===== config.mk =====
export PLATFORM = sky130hd
export DESIGN_NAME = sev_seg_scan_driver
export DESIGN_NICKNAME = d
export VERILOG_FILES = /design/src/rtl/sev_seg_pkg.sv /design/src/rtl/sev_seg_hex7.sv /design/src/rtl/sev_seg_scan_driver.sv
export SDC_FILE = /design/constraint.sdc
export NUM_CORES = 1
export LEC_CHECK = 0
export BUFFER_PORTS_ARGS = -buffer_cell sky130_fd_sc_hd__buf_2
export CORE_ASPECT_RATIO = 1.25
export CORE_MARGIN = 1.5
export CORE_UTILIZATION = 62
export CTS_BUF_LIST = sky130_fd_sc_hd__clkbuf_4
export CTS_CLUSTER_SIZE = 12
export DETAILED_ROUTE_END_ITERATION = 7
export MAX_ROUTING_LAYER = met4
export PLACE_DENSITY = 0.89
export SYNTH_ARGS = -nofsm -noshare
export SYNTH_HDL_FRONTEND = slang
export SYNTH_HIERARCHICAL = 1
export SYNTH_SLANG_ARGS = --single-unit

===== constraint.sdc =====
create_clock -name clk -period 8 [get_ports clk]
set_input_delay 1.6 -clock clk [delete_from_list [all_inputs] [get_ports clk]]
set_output_delay 1.6 -clock clk [all_outputs]
set_load 0.1 [all_outputs]

===== src/rtl/sev_seg_pkg.sv =====
// ============================================================================
// Module : sev_seg_pkg
// Brief  : Shared types, constants and hex-to-segment decode for the scan driver
// Rev    : 1.0
// ============================================================================
`default_nettype none

package sev_seg_pkg;

  typedef logic [3:0] hex_t;

  localparam logic [6:0] SEG_OFF = 7'h7F;

  // Active-low segments, bit order gfedcba
  function automatic logic [6:0] hex7(input hex_t v);
    logic [6:0] s;
    case (v)
      4'h0: s = 7'h40;
      4'h1: s = 7'h79;
      4'h2: s = 7'h24;
      4'h3: s = 7'h30;
      4'h4: s = 7'h19;
      4'h5: s = 7'h12;
      4'h6: s = 7'h02;
      4'h7: s = 7'h78;
      4'h8: s = 7'h00;
      4'h9: s = 7'h10;
      4'hA: s = 7'h08;
      4'hB: s = 7'h03;
      4'hC: s = 7'h46;
      4'hD: s = 7'h21;
      4'hE: s = 7'h06;
      default: s = 7'h0E;
    endcase
    return s;
  endfunction

endpackage

`default_nettype wire


===== src/rtl/sev_seg_hex7.sv =====
// ============================================================================
// Module : sev_seg_hex7
// Brief  : Combinational hex digit to active-low seven-segment decode
// Rev    : 1.0
// ============================================================================
`default_nettype none

module sev_seg_hex7
  import sev_seg_pkg::*;
(
  input  hex_t       hex,
  output logic [6:0] seg
);

  assign seg = hex7(hex);

endmodule

`default_nettype wire


===== src/rtl/sev_seg_scan_driver.sv =====
// ============================================================================
// Module : sev_seg_scan_driver
// Brief  : Time-multiplexed 7-seg anode scanner with per-slot dead time and
//          frame-synchronous input shadowing. Define SEV_SEG_DIM_EN to add the
//          brightness port (per-slot duty control).
// Rev    : 1.0
// ============================================================================
`default_nettype none

module sev_seg_scan_driver
  import sev_seg_pkg::*;
#(
  parameter int NUM_DIGITS = 8,
  parameter int SCAN_DIV   = 100_000,
  parameter int DEAD_CYC   = 16
) (
  input  logic                  clk,
  input  logic                  reset,
  input  hex_t [NUM_DIGITS-1:0] digits,
  input  logic [NUM_DIGITS-1:0] blank,
`ifdef SEV_SEG_DIM_EN
  input  logic [2:0]            brightness,
`endif
  output logic [6:0]            seg,
  output logic [NUM_DIGITS-1:0] an,
  output logic                  frame_start
);

  localparam int CNT_W = (SCAN_DIV > 1) ? $clog2(SCAN_DIV) : 1;
  localparam int IDX_W = (NUM_DIGITS > 1) ? $clog2(NUM_DIGITS) : 1;

  localparam logic [CNT_W-1:0] CNT_LAST = CNT_W'(SCAN_DIV - 1);
  localparam logic [CNT_W-1:0] CNT_DEAD = CNT_W'(DEAD_CYC);
  localparam logic [IDX_W-1:0] IDX_LAST = IDX_W'(NUM_DIGITS - 1);

  logic [CNT_W-1:0]      cnt;
  logic [IDX_W-1:0]      idx;
  hex_t [NUM_DIGITS-1:0] shadow_digits;
  logic [NUM_DIGITS-1:0] shadow_blank;

  logic                  tick;
  logic                  wrap;
  logic                  in_window;
  hex_t                  cur_digit;
  logic [6:0]            dec_seg;
  logic [6:0]            seg_next;
  logic [NUM_DIGITS-1:0] an_next;

  assign tick      = (cnt == CNT_LAST);
  assign wrap      = tick && (idx == IDX_LAST);
  assign cur_digit = shadow_digits[idx];

  sev_seg_hex7 u_hex7 (
    .hex (cur_digit),
    .seg (dec_seg)
  );

`ifdef SEV_SEG_DIM_EN
  localparam int unsigned LIT_SPAN = SCAN_DIV - DEAD_CYC;

  logic [2:0]  bright_q;
  logic [31:0] lit_end;

  // Duty level is frozen for the whole slot so the window never jumps mid-slot
  always_ff @(posedge clk) begin
    if (reset) begin
      bright_q <= 3'd7;
    end else if (tick) begin
      bright_q <= brightness;
    end
  end

  assign lit_end   = 32'(DEAD_CYC) + ((32'(LIT_SPAN) * (32'(bright_q) + 32'd1)) >> 3);
  assign in_window = (cnt >= CNT_DEAD) && (32'(cnt) < lit_end);
`else
  assign in_window = (cnt >= CNT_DEAD);
`endif

  always_comb begin
    seg_next = SEG_OFF;
    an_next  = '1;
    if (in_window && !shadow_blank[idx]) begin
      an_next  = ~(NUM_DIGITS'(1) << idx);
      seg_next = dec_seg;
    end
  end

  // Shadow starts fully blanked so the first frame after reset stays dark
  always_ff @(posedge clk) begin
    if (reset) begin
      cnt           <= '0;
      idx           <= '0;
      shadow_digits <= '0;
      shadow_blank  <= '1;
      frame_start   <= 1'b0;
      seg           <= SEG_OFF;
      an            <= '1;
    end else begin
      cnt <= tick ? '0 : cnt + 1'b1;
      if (tick) begin
        idx <= wrap ? '0 : idx + 1'b1;
      end
      if (wrap) begin
        shadow_digits <= digits;
        shadow_blank  <= blank;
      end
      frame_start <= wrap;
      seg         <= seg_next;
      an          <= an_next;
    end
  end

endmodule

`default_nettype wire


; Word-level counts from Yosys, hierarchy flattened
; Memory sizes are Yosys's and may differ from the RTL's. A register that Yosys moved wholly into a read port is not among the register bits.
; Index checks and enable logic that the tools add are counted.
[totals]
reg_bits = 69
latch_bits = 0
mem_bits_rw = 0
romBits = 112
input_bits = 42
out_inout_bits = 16
wordCells = 33
mem_count = 1
[op_classes]
addsub = 2
multipliers = 0
div = 0
order_cmp = 2
eq_ne = 2
shift = 1
muxes = 5
bitwise = 2
reduce_logical = 5
[mem_list]
columns = memory, depth, word_bits, rd, rd_clocked_by_memory_dff, write_ports, line_no
row1 = (name not given), 16, 7, 1, 1, 0, sev_seg_pkg.sv:17  ; case (v)
[op_table]
columns = cell, n
row1 = 17-bit by 1-bit adder with 17-bit output (second input constant), 1
row2 = 17-bit equality test (second input constant), 1
row3 = 17-bit by 5-bit greater-or-equal comparator with 1-bit output (second input constant), 1
row4 = 4-bit binary-select mux with 3-bit select, 1
row5 = 8-bit inverter, 1
row6 = 1-bit by 3-bit << shifter with 8-bit output (first input constant), 1
row7 = 3-bit by 4-bit less-than comparator with 1-bit output (second input constant), 1
row8 = 4-bit two-way mux, 1
row9 = 2-bit OR reduction, 2
row10 = 3-bit by 1-bit adder with 3-bit output (second input constant), 1
row11 = 1-bit binary-select mux with 3-bit select, 1
row12 = 3-bit equality test (second input constant), 1
row13 = 3-bit two-way mux, 1
row14 = 1-bit logical AND, 2
row15 = 1-bit logical NOT, 1
row16 = 1-bit two-way mux, 1
row17 = 1-bit inverter, 1

; Logic depth before layout (Yosys ltp)
[logic_depth]
word_depth = 6
depth_mapped = 10
mapped_depth_nobuf = 9

; Modules after synthesis
; The synthesis kept the hierarchy.
[by_module_without_submodules]
columns = module, n_inst, cells_each, area_each_um2, seq_area_each_um2
row1 = sev_seg_scan_driver, 1, 288, 3035.4, 1521.5
row2 = sev_seg_hex7, 1, 32, 275.3, 0.0

; Worst setup path after synthesis
; Ideal clock, no wire load.
[synth_path]
path_kind = register to register
from = reg idx[0]
to = reg seg[3]
setup_ns = 0.127
t_arrival_ns = 2.572
required_time_ns = 7.873
setup_slack_ns = 5.301
path_stages_with_launch = 10
n_path_buf = 1
synth_period_minus_slack_ns = 2.699
cell_sequence = dfxtp_1 > buf_2 > mux4_2 > nand2_1 > nand2_1 > inv_1 > ha_1 > inv_1 > mux4_1 > or3_1
[synth_via]
elab_cells_between_ends = 8
classes_between = mux: 4 / bitwise: 1 / reduce/logical: 3
[synth_rtl]
columns = item, line_no
row1 = start: declaration, sev_seg_scan_driver.sv:37  ; logic [IDX_W-1:0] idx;
row2 = start signal: assignment, sev_seg_scan_driver.sv:101  ; idx <= wrap ? '0 : idx + 1'b1;
row3 = 4-bit binary-select mux with 3-bit select, sev_seg_scan_driver.sv:51  ; assign cur_digit = shadow_digits[idx];
row4 = 4-bit two-way mux (not written as such), sev_seg_scan_driver.sv:51
row5 = named net cur_digit[0], sev_seg_scan_driver.sv:44  ; hex_t cur_digit;
row6 = end: declaration, sev_seg_scan_driver.sv:24  ; output logic [6:0] seg,
; The timed path passes the listed nets, and every way through them passes these cells. The select of a mux whose other input is x is not followed.
; A chain may end at the register's enable or synchronous reset.

; Final worst setup path
; Ends and elaborated chain as after synthesis.

==> run_results.csv <==
group,metric,value,unit
outcome,outcome,"complete, no violations",
placement,place_hpwl,4530,um
worst_hold_path,hp-class,"reg -> reg",
sta,worst_slew_pin_slew,1250,ps
grt,grt_first_pass_wirelength,10800,um
layout,fin_nets,430,
synth,synth_xor_area_share,3.44,%
setup_path,endpoint_kind,"register",
floorplan,rows,29,
sta,post-route-period-util,38.9,%
synth,synth.area.mux_share,10.4,%
clocking,post_cts_resized,0,
drt,wl_per_cell,14.9,um
grt,grtUsageTotal,25.6,%
setup_path,path_max_fanout,15,
synth,ys_types,45,
clocking,tritoncts,"built",
sta,slew_headroom,16.4,%
floorplan,die_area,0.00579,mm^2
floorplan,die_y,84.7,um
setup_path,cp.required,8310,ps
synth,synth_compound_area_share,13.5,%
floorplan,initial_utilization,64.7,%
synth,ys.warnings.count,6,
layout,multiInputGateArea,0.00163,mm^2
layout,layout-drive-gt1-share,24.4,%
sta,finalSetupViolCount,0,
clocking,cts_root_buf,"clkbuf_4",
layout,antenna_cells,0,
placement,placed_cells,424,
floorplan,io_pins,58,
sta,fmax,321,MHz
clocking,clkTransAtPathRegs,120,ps
synth,ys_seq_area_share,46.0,%
synth,synth_edf_count,0,
floorplan,dieWidth,68.4,um
synth,synthArstFlopShare,0,%
drt,routed_via_density,5.87,
synth,netlist_area,0.00331,mm^2
sta,period_minus_slack,3120,ps
power,pwr_density_cell,176,mW/mm^2
clocking,htree_levels,3,
power,leakage,1.51,nW
floorplan,core,0.00512,mm^2
clocking,hold_buffers,0,
power,peakVddDrop,0.000132,V
clocking,clock_latency,420,ps
synth,netlist_instances,320,
synth,ys_seq_elements,76,
placement,routabilityCongestion,0.799,
layout,stdcell_count,439,
drt,ant_nets,0,
setup_path,critical_path_class,"reg -> reg",
flow_run,cap_violations,0,
grt,grt_max_degree,38,
sta,finalHoldViolCount,0,
layout,fillers,348,
setup_path,cp-start-kind,"register",
synth,synth.avg_cell_area,10.3,um^2
sta,tns,0,ps
sta,worst_clock_skew,13.4,ps
synth,synth-simple-area-share,16.2,%
drt,wl,6560,um
clocking,clockBufferDepth,2,
setup_path,cp.arrival,3430,ps
synth,yosys.area_share.adder,5.67,%
clocking,cts_setup_buffers,0,
drt,vias,2575,
layout,synthToLayoutAreaGrowth,13.1,%
clocking,cts.sinks,76,
sta,rsz0062_at_grt,"false",
sta,finalMaxSlewViolations,0,
grt,overflow,0,
layout,layout_common_cells,"dfxtp_1 (76), buf_2 (57), a22o_1 (34)",
placement,port_buffers,57,
grt,antenna_found_initial,0,
synth,synthFlopType,"dfxtp_1",
grt,grt_pass1_vias,2336,
synth,synth_top_family_by_area,"simple AND/OR/NAND/NOR gates",
layout,final_common_cell,"dfxtp_1",
synth,synth_nets,377,
drt,first_iter_violations,111,
drt,dr.pass1.iters,4,
clocking,cts_made_buffers,9,
drt,drc,0,
layout,ff_latch_area,0.00152,mm^2
## Yosys cell counts (2+ instances only)
library cell	n	area (um^2)
dfxtp_1	76	1520
a22o_1	34	298
nor2_1	30	113
inv_1	20	75.1
nand2_1	16	60.1
nand3_1	16	80.1
ha_1	15	188
mux4_2	10	225
xnor2_1	9	78.8
mux2i_1	8	80.1
nor3_1	8	40.0
or3_1	7	43.8
a21oi_1	6	30.0
o21ai_0	6	30.0
clkbuf_1	5	18.8
nand4_1	5	31.3
a22oi_1	4	30.0
buf_2	4	20.0
buf_4	4	30.0
nor4_1	4	25.0
or4_1	4	30.0
xor2_1	4	35.0
and3_1	2	12.5
nand3b_1	2	15.0
## per-stage QoR
stage               setup WS [ps]  hold WS [ps]  total power [mW]  cell area [um^2]  util (%)
floorplan                    5300           432             0.398              3310         -
global placement             4740           442             0.410              3590      70.2
detailed placement           4670           448             0.411              3590      70.2
CTS                          4870           468             0.662              3740      73.2
global route                 4650           487             0.681              3740      73.2
finish                       4880           470             0.658              3740      73.2
## registers in the layout, summed over array words and instances (netlist names)
register and count:
idx 3, frame_start 1, shadow_digits 32, shadow_blank 8, cnt 17, an 8, seg 7
## final cells by class
type | instances | share of cell area (%)
repair buffers | 58 | 7.82
well taps | 62 | 2.07
flip-flops and latches | 76 | 40.6
clock buffers | 10 | 2.00
multi-input cells | 208 | 43.4
clock inverters | 5 | 2.07
inverters | 20 | 2.00
## layer usage
layer | global-route usage [%] | wire, um
met1 | 31.7 | 2880
met2 | 40.2 | 3320
met3 | 3.75 | 239
met4 | 12.0 | 127
met5 | - | 0
## worst paths after layout
path,start,endpoint,slack (ps),cells after the start
setup / recovery,idx[0],seg[3],4880,8
hold / removal,shadow_blank[7],shadow_blank[7],470,2
setup reg to reg,idx[0],seg[3],4880,8
hold reg to reg,shadow_blank[7],shadow_blank[7],470,2
## cells by family after synthesis
family / count (synthesis)
mux: 20
buf+inv: 36
fa+ha+maj: 15
simple gates: 104
flops: 76
xor+xnor: 13
compound gates: 56
## where the power goes
part	internal [mW]	switching (mW)
Clock	0.128	0.128
Sequential	0.380	0.00208
Combinational	0.00982	0.0110
Total	0.517	0.141
## worst max-delay path: stages, from the launching register on
cell and delay, ps:
dfxtp_1 890, mux4_2 610, nand2_1 80, nand2_1 160, inv_1 200, ha_1 170, inv_1 50, mux4_1 490
or3_1 380
Note: power is estimated with default switching activity, not from simulation.
